### src/rtl/sig_period_meter.sv
// Period and high-time meter for a slow signal sampled in the clk_i domain.
// Reports each completed period with a one-cycle strobe and an expected-value match flag.
module sig_period_meter #(
  parameter int CNT_W       = 16,
  parameter int SYNC_STAGES = 2
) (
  input  logic             clk_i,
  input  logic             reset_i,
  input  logic             sig_i,
  input  logic [CNT_W-1:0] exp_period_i,
  input  logic [CNT_W-1:0] exp_high_i,
  output logic [CNT_W-1:0] period_o,
  output logic [CNT_W-1:0] high_o,
  output logic             valid_o,
  output logic             match_o,
  output logic             stall_o
);

  typedef enum logic {
    ST_IDLE,
    ST_MEASURE
  } state_t;

  localparam logic [CNT_W-1:0] CNT_ONE = CNT_W'(1);
  localparam logic [CNT_W-1:0] CNT_MAX = '1;

  logic [SYNC_STAGES-1:0] r_sync;
  logic                   r_s_d;
  state_t                 r_state;
  logic [CNT_W-1:0]       r_per_cnt;
  logic [CNT_W-1:0]       r_hi_cnt;
  logic [CNT_W-1:0]       r_period;
  logic [CNT_W-1:0]       r_high;
  logic                   r_valid;
  logic                   r_match;
  logic                   r_stall;

  logic                   w_s;
  logic                   w_rise;
  logic [CNT_W:0]         w_hi_diff;
  logic                   w_match;
  state_t                 w_state_next;
  logic [CNT_W-1:0]       w_per_next;
  logic [CNT_W-1:0]       w_hi_next;
  logic [CNT_W-1:0]       w_period_next;
  logic [CNT_W-1:0]       w_high_next;
  logic                   w_valid_next;
  logic                   w_match_next;
  logic                   w_stall_next;

  assign w_s    = r_sync[SYNC_STAGES-1];
  assign w_rise = w_s & ~r_s_d;

  // NOTE: every state-holding flop is assigned with <= so all flops update from the same pre-edge values.
  always_ff @(posedge clk_i) begin
    if (reset_i) begin
      r_sync <= '0;
      r_s_d  <= 1'b0;
    end else begin
      r_sync <= {r_sync[SYNC_STAGES-2:0], sig_i};
      r_s_d  <= w_s;
    end
  end

  // Absolute high-time error, one bit wider so the subtraction cannot wrap.
  always_comb begin
    if (r_hi_cnt >= exp_high_i) begin
      w_hi_diff = {1'b0, r_hi_cnt} - {1'b0, exp_high_i};
    end else begin
      w_hi_diff = {1'b0, exp_high_i} - {1'b0, r_hi_cnt};
    end
  end

  assign w_match = (r_per_cnt == exp_period_i) && (w_hi_diff <= (CNT_W+1)'(1));

  // NOTE: every output of this block gets a default first, so no path can infer a latch.
  always_comb begin
    w_state_next  = r_state;
    w_per_next    = r_per_cnt;
    w_hi_next     = r_hi_cnt;
    w_period_next = r_period;
    w_high_next   = r_high;
    w_valid_next  = 1'b0;
    w_match_next  = r_match;
    w_stall_next  = r_stall;

    case (r_state)
      ST_IDLE: begin
        if (w_rise) begin
          w_state_next = ST_MEASURE;
          w_per_next   = CNT_ONE;
          w_hi_next    = CNT_ONE;
          w_stall_next = 1'b0;
        end
      end
      ST_MEASURE: begin
        if (w_rise) begin
          w_period_next = r_per_cnt;
          w_high_next   = r_hi_cnt;
          w_valid_next  = 1'b1;
          w_match_next  = w_match;
          w_per_next    = CNT_ONE;
          w_hi_next     = CNT_ONE;
        end else if (r_per_cnt == CNT_MAX) begin
          // Counter saturated: drop the measurement and wait for a fresh edge to re-arm.
          w_state_next = ST_IDLE;
          w_stall_next = 1'b1;
        end else begin
          w_per_next = r_per_cnt + CNT_ONE;
          w_hi_next  = r_hi_cnt + {{(CNT_W-1){1'b0}}, w_s};
        end
      end
      default: w_state_next = ST_IDLE;
    endcase
  end

  always_ff @(posedge clk_i) begin
    if (reset_i) begin
      r_state   <= ST_IDLE;
      r_per_cnt <= '0;
      r_hi_cnt  <= '0;
      r_period  <= '0;
      r_high    <= '0;
      r_valid   <= 1'b0;
      r_match   <= 1'b0;
      r_stall   <= 1'b0;
    end else begin
      r_state   <= w_state_next;
      r_per_cnt <= w_per_next;
      r_hi_cnt  <= w_hi_next;
      r_period  <= w_period_next;
      r_high    <= w_high_next;
      r_valid   <= w_valid_next;
      r_match   <= w_match_next;
      r_stall   <= w_stall_next;
    end
  end

  assign period_o = r_period;
  assign high_o   = r_high;
  assign valid_o  = r_valid;
  assign match_o  = r_match;
  assign stall_o  = r_stall;

endmodule

### config.mk
export PLATFORM = sky130hd
export DESIGN_NAME = sig_period_meter
export DESIGN_NICKNAME = d
export VERILOG_FILES = /design/src/rtl/sig_period_meter.sv
export SDC_FILE = /design/constraint.sdc
export NUM_CORES = 1
export LEC_CHECK = 0
export CORE_AREA = 5 5 132 134
export CTS_BUF_LIST = sky130_fd_sc_hd__clkbuf_8 sky130_fd_sc_hd__clkbuf_16
export DETAILED_ROUTE_END_ITERATION = 10
export DIE_AREA = 0 0 137 139
export DONT_BUFFER_PORTS = 1
export PLACE_DENSITY = 0.42
export SLEW_MARGIN = 10
export SYNTH_ARGS = -nofsm -noshare
export SYNTH_HDL_FRONTEND = slang
export SYNTH_SLANG_ARGS = --single-unit
### constraint.sdc
create_clock -name clk_i -period 3.25 [get_ports clk_i]
set_clock_uncertainty 0.05 [all_clocks]
set_input_delay 0.4875 -clock clk_i [delete_from_list [all_inputs] [get_ports clk_i]]
set_output_delay 0.4875 -clock clk_i [all_outputs]
set_load 0.01 [all_outputs]
==> metrics.txt, run 1 <==
status=finished clean; post-synthesis area per instance=~7.6 µm²; DIE HEIGHT=139 µm; Final Cycle Share=0.933; TritonCTS sink count=about 70; Slew Limit Fails=0; highest signal layer in the routed design=met4; synth-to-layout area growth=15.7%; Antenna Nets Post-Route=0; number of synthesis warnings=0; cell type with the highest aggregate area in the netlist=sky130_fd_sc_hd__dfxtp_1; number of nets in the layout=around 710; fraction of synthesized cell area taken by the top area cell type=0.302; Routed wire per std cell=16.9 µm; CP cell instances=ha_1, buf_4, a21oi_2, o21ai_1, or4_4, a31oi_4, o21bai_1, xor2_1, nor4_2, a21oi_1, o31ai_2; met1 wire length=6770 µm; IO buf count=0; H-tree levels=3; netlist area before placement=about 4700 µm²; required time of the critical path=about 3.5 ns; sequential area share after synthesis=0.302; Inserted Clock Buffers=9; Critical Path Start Type=flop; number of antenna violations at the first check in global routing=0; total global routing overflow=0; actual transition at the worst max-transition pin=slightly below 0.5 ns; Antenna diodes=0; combined global-route utilization of all metal layers=0.158; worst hold slack after final layout=around 0.16 ns; Static Leakage=around 0.0020 µW; setup repair after global routing missed its margin=false; IR drop worst, VDD=approximately 0.00024 V; critical path's largest stage delay=0.57 ns; routed wire length on met3=854 µm; Critical Setup Path Class=reg -> reg; number of buffer and inverter stages on the critical path=1; met2 WL post-DR=6650 µm; fraction of layout instances using a drive strength above 1=0.122; DRC violations left=0; dpl hpwl=between 10000 and 15000 µm; Crit. End Element=flop; last weighted congestion value of the routability-driven placer=about 0.85; Iter 0 DRT Violations=273; pin count of the biggest net entering global routing=43; total number of vias=around 4300; vias in the first global route=approximately 4300; CP delay by family, top=compound AO/OA/AOI/OAI gates; first-pass GRT wire length=~24000 µm; Initial DRT Pass Iterations=4; top achievable clock speed=between 300 and 400 MHz; hold-fix buffer count after cts=0; worst min-delay path class=in -> reg; number of distinct library cells after synthesis=between 60 and 70; pwr dens=375 nW/µm²; ports placed on the boundary=70; Row Count=47; cell with the most instances after synthesis=sky130_fd_sc_hd__nand2_1; clock tree from TritonCTS=built; die width=between 100 and 150 µm; effective utilization at floorplan=0.291; cells taking the most area after synthesis=sky130_fd_sc_hd__dfxtp_1 (30%), sky130_fd_sc_hd__ha_1 (9.3%), sky130_fd_sc_hd__nand2_1 (8.1%); die footprint=19000 µm²; average via count per standard cell=roughly 5; Mapped Cells=~620; Max Cap Violations=0; leading cell types by count after synthesis=sky130_fd_sc_hd__nand2_1 (102), sky130_fd_sc_hd__dfxtp_1 (71), sky130_fd_sc_hd__a21oi_1 (65); maximum buffer depth of the clock tree=2; critical-path maximum fanout=11; number of hold violations in the final report=0; clock period minus final worst setup slack=between 3 and 4 ns; CTS root buf=sky130_fd_sc_hd__clkbuf_16; count of final setup violators=0; final wirelength=between 10000 and 15000 µm; data arrival time of the worst path=about 3.3 ns; clock-pin slew on the worst setup and hold paths=roughly 0.060 ns; Setup Total Neg Slack=0 ns; EDFF count, synth=0; max_slew headroom=0.669; final core area utilization=0.336; worst skew pair latency=about 0.34 ns; area of the core=approximately 16000 µm²; cell with the biggest individual delay on the critical path=sky130_fd_sc_hd__or4_4; register bit count reported by yosys=roughly 70; count of fill cells added during filler insertion=~1700; Synthesized Nets=between 600 and 700; Most used DFF post-synth=sky130_fd_sc_hd__dfxtp_1; async set-or-reset flop fraction in the synthesized netlist=0
area by class of cell:
cell class	count	area, µm²	area share
Timing Repair Buffer	40	300	0.0552
Inverter	44	165	0.0304
Clock inverter	6	42.5	0.00782
Clock buffer	10	239	0.0439
Tap cell	220	275	0.0506
Sequential cell	71	1420	0.262
Multi-Input combinational cell	470	2990	0.550
placed cells by master, fill, tap and decap left out, types with 3 or more instances in the layout:
| master | instances |
|---|---|
| sky130_fd_sc_hd__a211oi_1 | 6 |
| sky130_fd_sc_hd__a21o_1 | 7 |
| sky130_fd_sc_hd__a21oi_1 | 65 |
| sky130_fd_sc_hd__a21oi_2 | 3 |
| sky130_fd_sc_hd__a31oi_1 | 4 |
| sky130_fd_sc_hd__and2_1 | 3 |
| sky130_fd_sc_hd__and3_1 | 3 |
| sky130_fd_sc_hd__buf_4 | 40 |
| sky130_fd_sc_hd__clkbuf_16 | 9 |
| sky130_fd_sc_hd__dfxtp_1 | 69 |
| sky130_fd_sc_hd__ha_1 | 35 |
| sky130_fd_sc_hd__inv_1 | 44 |
| sky130_fd_sc_hd__mux2i_1 | 3 |
| sky130_fd_sc_hd__nand2_1 | 102 |
| sky130_fd_sc_hd__nand2b_1 | 5 |
| sky130_fd_sc_hd__nand3_1 | 18 |
| sky130_fd_sc_hd__nand4_1 | 15 |
| sky130_fd_sc_hd__nor2_1 | 46 |
| sky130_fd_sc_hd__nor2b_1 | 5 |
| sky130_fd_sc_hd__nor3_1 | 20 |
| sky130_fd_sc_hd__nor3b_1 | 3 |
| sky130_fd_sc_hd__o21a_1 | 4 |
| sky130_fd_sc_hd__o21ai_0 | 17 |
| sky130_fd_sc_hd__o21ai_1 | 3 |
| sky130_fd_sc_hd__o22ai_1 | 3 |
| sky130_fd_sc_hd__o31ai_1 | 4 |
| sky130_fd_sc_hd__or2_2 | 3 |
| sky130_fd_sc_hd__or3_1 | 8 |
| sky130_fd_sc_hd__xnor2_1 | 26 |
| sky130_fd_sc_hd__xor2_1 | 19 |
kinds of logic after synthesis:
group           Yosys count  share of synthesized area
simple gates            246                      0.247
mux                       3                    0.00639
fa+ha+maj                37                      0.102
flops                    71                      0.302
buf+inv                  77                     0.0703
xor+xnor                 45                     0.0839
compound gates          139                      0.188
registers in the layout (all words and copies together), names as in the netlist:
register	count
high_o	16
r_per_cnt	16
valid_o	1
r_s_d	1
period_o	16
r_state	1
r_sync	2
r_hi_cnt	16
match_o	1
stall_o	1
report_power, final:
part	internal, µW	switching, µW	total (µW)
logic	82.9	125	207
registers	875	6.54	882
clock network	540	412	952
total	1500	543	2040
per-layer routing:
metal,up-vias,GRT usage
met5,-,0
met4,0,0.0546
met3,18,0.0374
met2,90,0.246
met1,1984,0.215
li1,2158,-
through the flow:
| step | instances | power, µW | setup slack [ns] | instance area (µm²) |
|---|---|---|---|---|
| 3_3_place_gp | 845 | 1110 | 0.0597 | 5110 |
| 6_report | 861 | 2040 | 0.217 | 5440 |
| 2_1_floorplan | 618 | 1050 | 0.389 | 4700 |
| 4_1_cts | 861 | 2070 | 0.00910 | 5390 |
| 5_1_grt | 861 | 2130 | 0.00483 | 5440 |
| 3_5_place_dp | 845 | 1100 | -0.0394 | 5110 |
timing repair:
item,4_1_cts,5_1_grt
endpoints found under the setup margin,0,1
resized for setup,0,8
buffers inserted,0,0
path summary, 6_finish.rpt:
kind,from,to,slack (ns),cells past startpoint
setup / recovery,r_hi_cnt[5]$_SDFFE_PP0P_,match_o$_SDFFE_PP0P_,0.22,11
hold / removal,reset_i,period_o[8]$_SDFFE_PP0P_,0.16,1
setup reg to reg,r_hi_cnt[5]$_SDFFE_PP0P_,match_o$_SDFFE_PP0P_,0.22,11
hold reg to reg,r_sync[0]$_SDFF_PP0_,r_sync[1]$_SDFF_PP0_,0.39,1
(Power assumes the default switching activity.)
==> run 2, diff against run 1 <==
BUFFER_PORTS_ARGS = -buffer_cell sky130_fd_sc_hd__buf_4   (was not set)
DONT_BUFFER_PORTS = not set   (was 1)
PLACE_DENSITY = 0.46   (was 0.42)
==> metrics.txt, run 2 (synthesized netlist as in run 1, its figures left out) <==
status=finished clean; critical path's largest stage delay=0.40 ns; Slew Limit Fails=0; data arrival time of the worst path=~3.2 ns; clock tree from TritonCTS=built; maximum buffer depth of the clock tree=2; first-pass GRT wire length=around 24000 µm; dpl hpwl=between 10000 and 15000 µm; cell with the biggest individual delay on the critical path=sky130_fd_sc_hd__fa_1; total number of vias=approximately 4500; number of hold violations in the final report=0; ports placed on the boundary=70; area of the core=approximately 16000 µm²; IR drop worst, VDD=between 0.0002 and 0.00025 V; Crit. End Element=flop; setup repair after global routing missed its margin=false; TritonCTS sink count=just over 70; Antenna Nets Post-Route=0; critical-path maximum fanout=5; CP delay by family, top=compound AO/OA/AOI/OAI gates; die width=between 100 and 150 µm; worst min-delay path class=in -> reg; pwr dens=373 nW/µm²; final std cell area, no fill=between 5000 and 6000 µm²; Static Leakage=approximately 0.0023 µW; Critical Setup Path Class=reg -> reg; synth-to-layout area growth=26.8%; worst skew pair latency=~0.33 ns; last weighted congestion value of the routability-driven placer=approximately 0.87; vias in the first global route=4483; die footprint=approximately 19000 µm²; most common cell type on the critical path=sky130_fd_sc_hd__inv_1; Initial DRT Pass Iterations=5; pin count of the biggest net entering global routing=43; number of buffer and inverter stages on the critical path=2; IO buf count=69; clock period minus final worst setup slack=3.05 ns; Iter 0 DRT Violations=267; Post-CTS Setup Bufs=0; fraction of layout instances using a drive strength above 1=0.200; actual transition at the worst max-transition pin=between 0.5 and 0.6 ns; Placed Area=5590 µm²; count of final setup violators=0; clock-pin slew on the worst setup and hold paths=~0.060 ns; power consumption=around 2200 µW; average via count per standard cell=approximately 5; Max Cap Violations=0; max_slew headroom=0.655; Row Count=between 40 and 50; combined global-route utilization of all metal layers=0.156; top library cells by usage in the layout, fill and taps aside=sky130_fd_sc_hd__buf_4 (104), sky130_fd_sc_hd__nand2_1 (102), sky130_fd_sc_hd__dfxtp_1 (69); Place WS=-0.0980 ns; final wirelength=approximately 14000 µm; CTS root buf=sky130_fd_sc_hd__clkbuf_16; Final Cycle Share=0.937; Antenna diodes=0; effective utilization at floorplan=0.291; Routed wire per std cell=15.7 µm; DRC violations left=0; required time of the critical path=3.45 ns; total global routing overflow=0; DIE HEIGHT=about 140 µm; Critical Path Start Type=flop; number of antenna violations at the first check in global routing=0; CP cell instances=inv_1, ha_1, inv_1, fa_1, a21o_1, a221oi_4, a31oi_2, a41oi_2, mux2i_1, a311oi_1, a31oi_1, o2111ai_1, o31ai_2; Inserted Clock Buffers=9; most common cell after layout, fill and taps aside=sky130_fd_sc_hd__buf_4; H-tree levels=3; top achievable clock speed=approximately 330 MHz; PnR worst setup slack=approximately 0.2 ns; number of nets in the layout=772
## run 2: cell types whose count changed in the layout (fill, tap and decap cells not counted)
cell	previous run	this run
sky130_fd_sc_hd__buf_4	40	104
sky130_fd_sc_hd__clkbuf_8	1	2
sky130_fd_sc_hd__inv_6	2	0
sky130_fd_sc_hd__bufinv_16	0	2
sky130_fd_sc_hd__clkinv_2	2	1
sky130_fd_sc_hd__nand3_1	18	19
sky130_fd_sc_hd__nand3_2	1	0
sky130_fd_sc_hd__a31oi_2	1	2
sky130_fd_sc_hd__a31oi_4	1	0
## run 2: worst paths after layout
check	startpoint	endpoint	slack [ns]	cells after the start
setup / recovery	r_hi_cnt[0]$_SDFFE_PP0P_	match_o$_SDFFE_PP0P_	0.20	13
hold / removal	sig_i	r_sync[0]$_SDFF_PP0_	0.32	2
setup reg to reg	r_hi_cnt[0]$_SDFFE_PP0P_	match_o$_SDFFE_PP0P_	0.20	13
hold reg to reg	r_sync[0]$_SDFF_PP0_	r_sync[1]$_SDFF_PP0_	0.39	1
## run 2: repair_timing
action,CTS,global route
gates resized for setup,0,6
setup endpoints to repair,0,1
hold buffers,0,0
## run 2: area by class of cell
class	count	area (µm²)
Sequential cell	71	1420
Clock buffer	11	253
Inverter	44	165
Clock inverter	5	80.1
Multi-Input combinational cell	470	2980
Timing Repair Buffer	104	781
Fill cell	1702	10200
Tap cell	220	275
## run 2: metal layers
layer / up-vias / track usage / wire length [µm] / part of all wire
met5: - / 0 / 0 / 0
met4: 0 / 0.0378 / 172 / 0.012
met3: 11 / 0.0316 / 630 / 0.044
met2: 84 / 0.251 / 6690 / 0.46
met1: 2121 / 0.214 / 6980 / 0.48
li1: 2280 / - / - / -
## run 2: where the power goes
group | internal (µW) | switching [µW] | total [µW]
combinational | 109 | 141 | 250
sequential | 876 | 6.46 | 882
clock | 712 | 379 | 1090
## run 2: per-stage QoR
step                      instances  utilization  hold WS (ns)  setup TNS, ns
after floorplan                 618            -         0.364              0
after global placement          909        0.346         0.385              0
after detailed placement        909        0.346         0.387        -0.0980
after CTS                       925        0.366         0.307              0
after global routing            925        0.368         0.311              0
final                           925        0.368         0.321              0
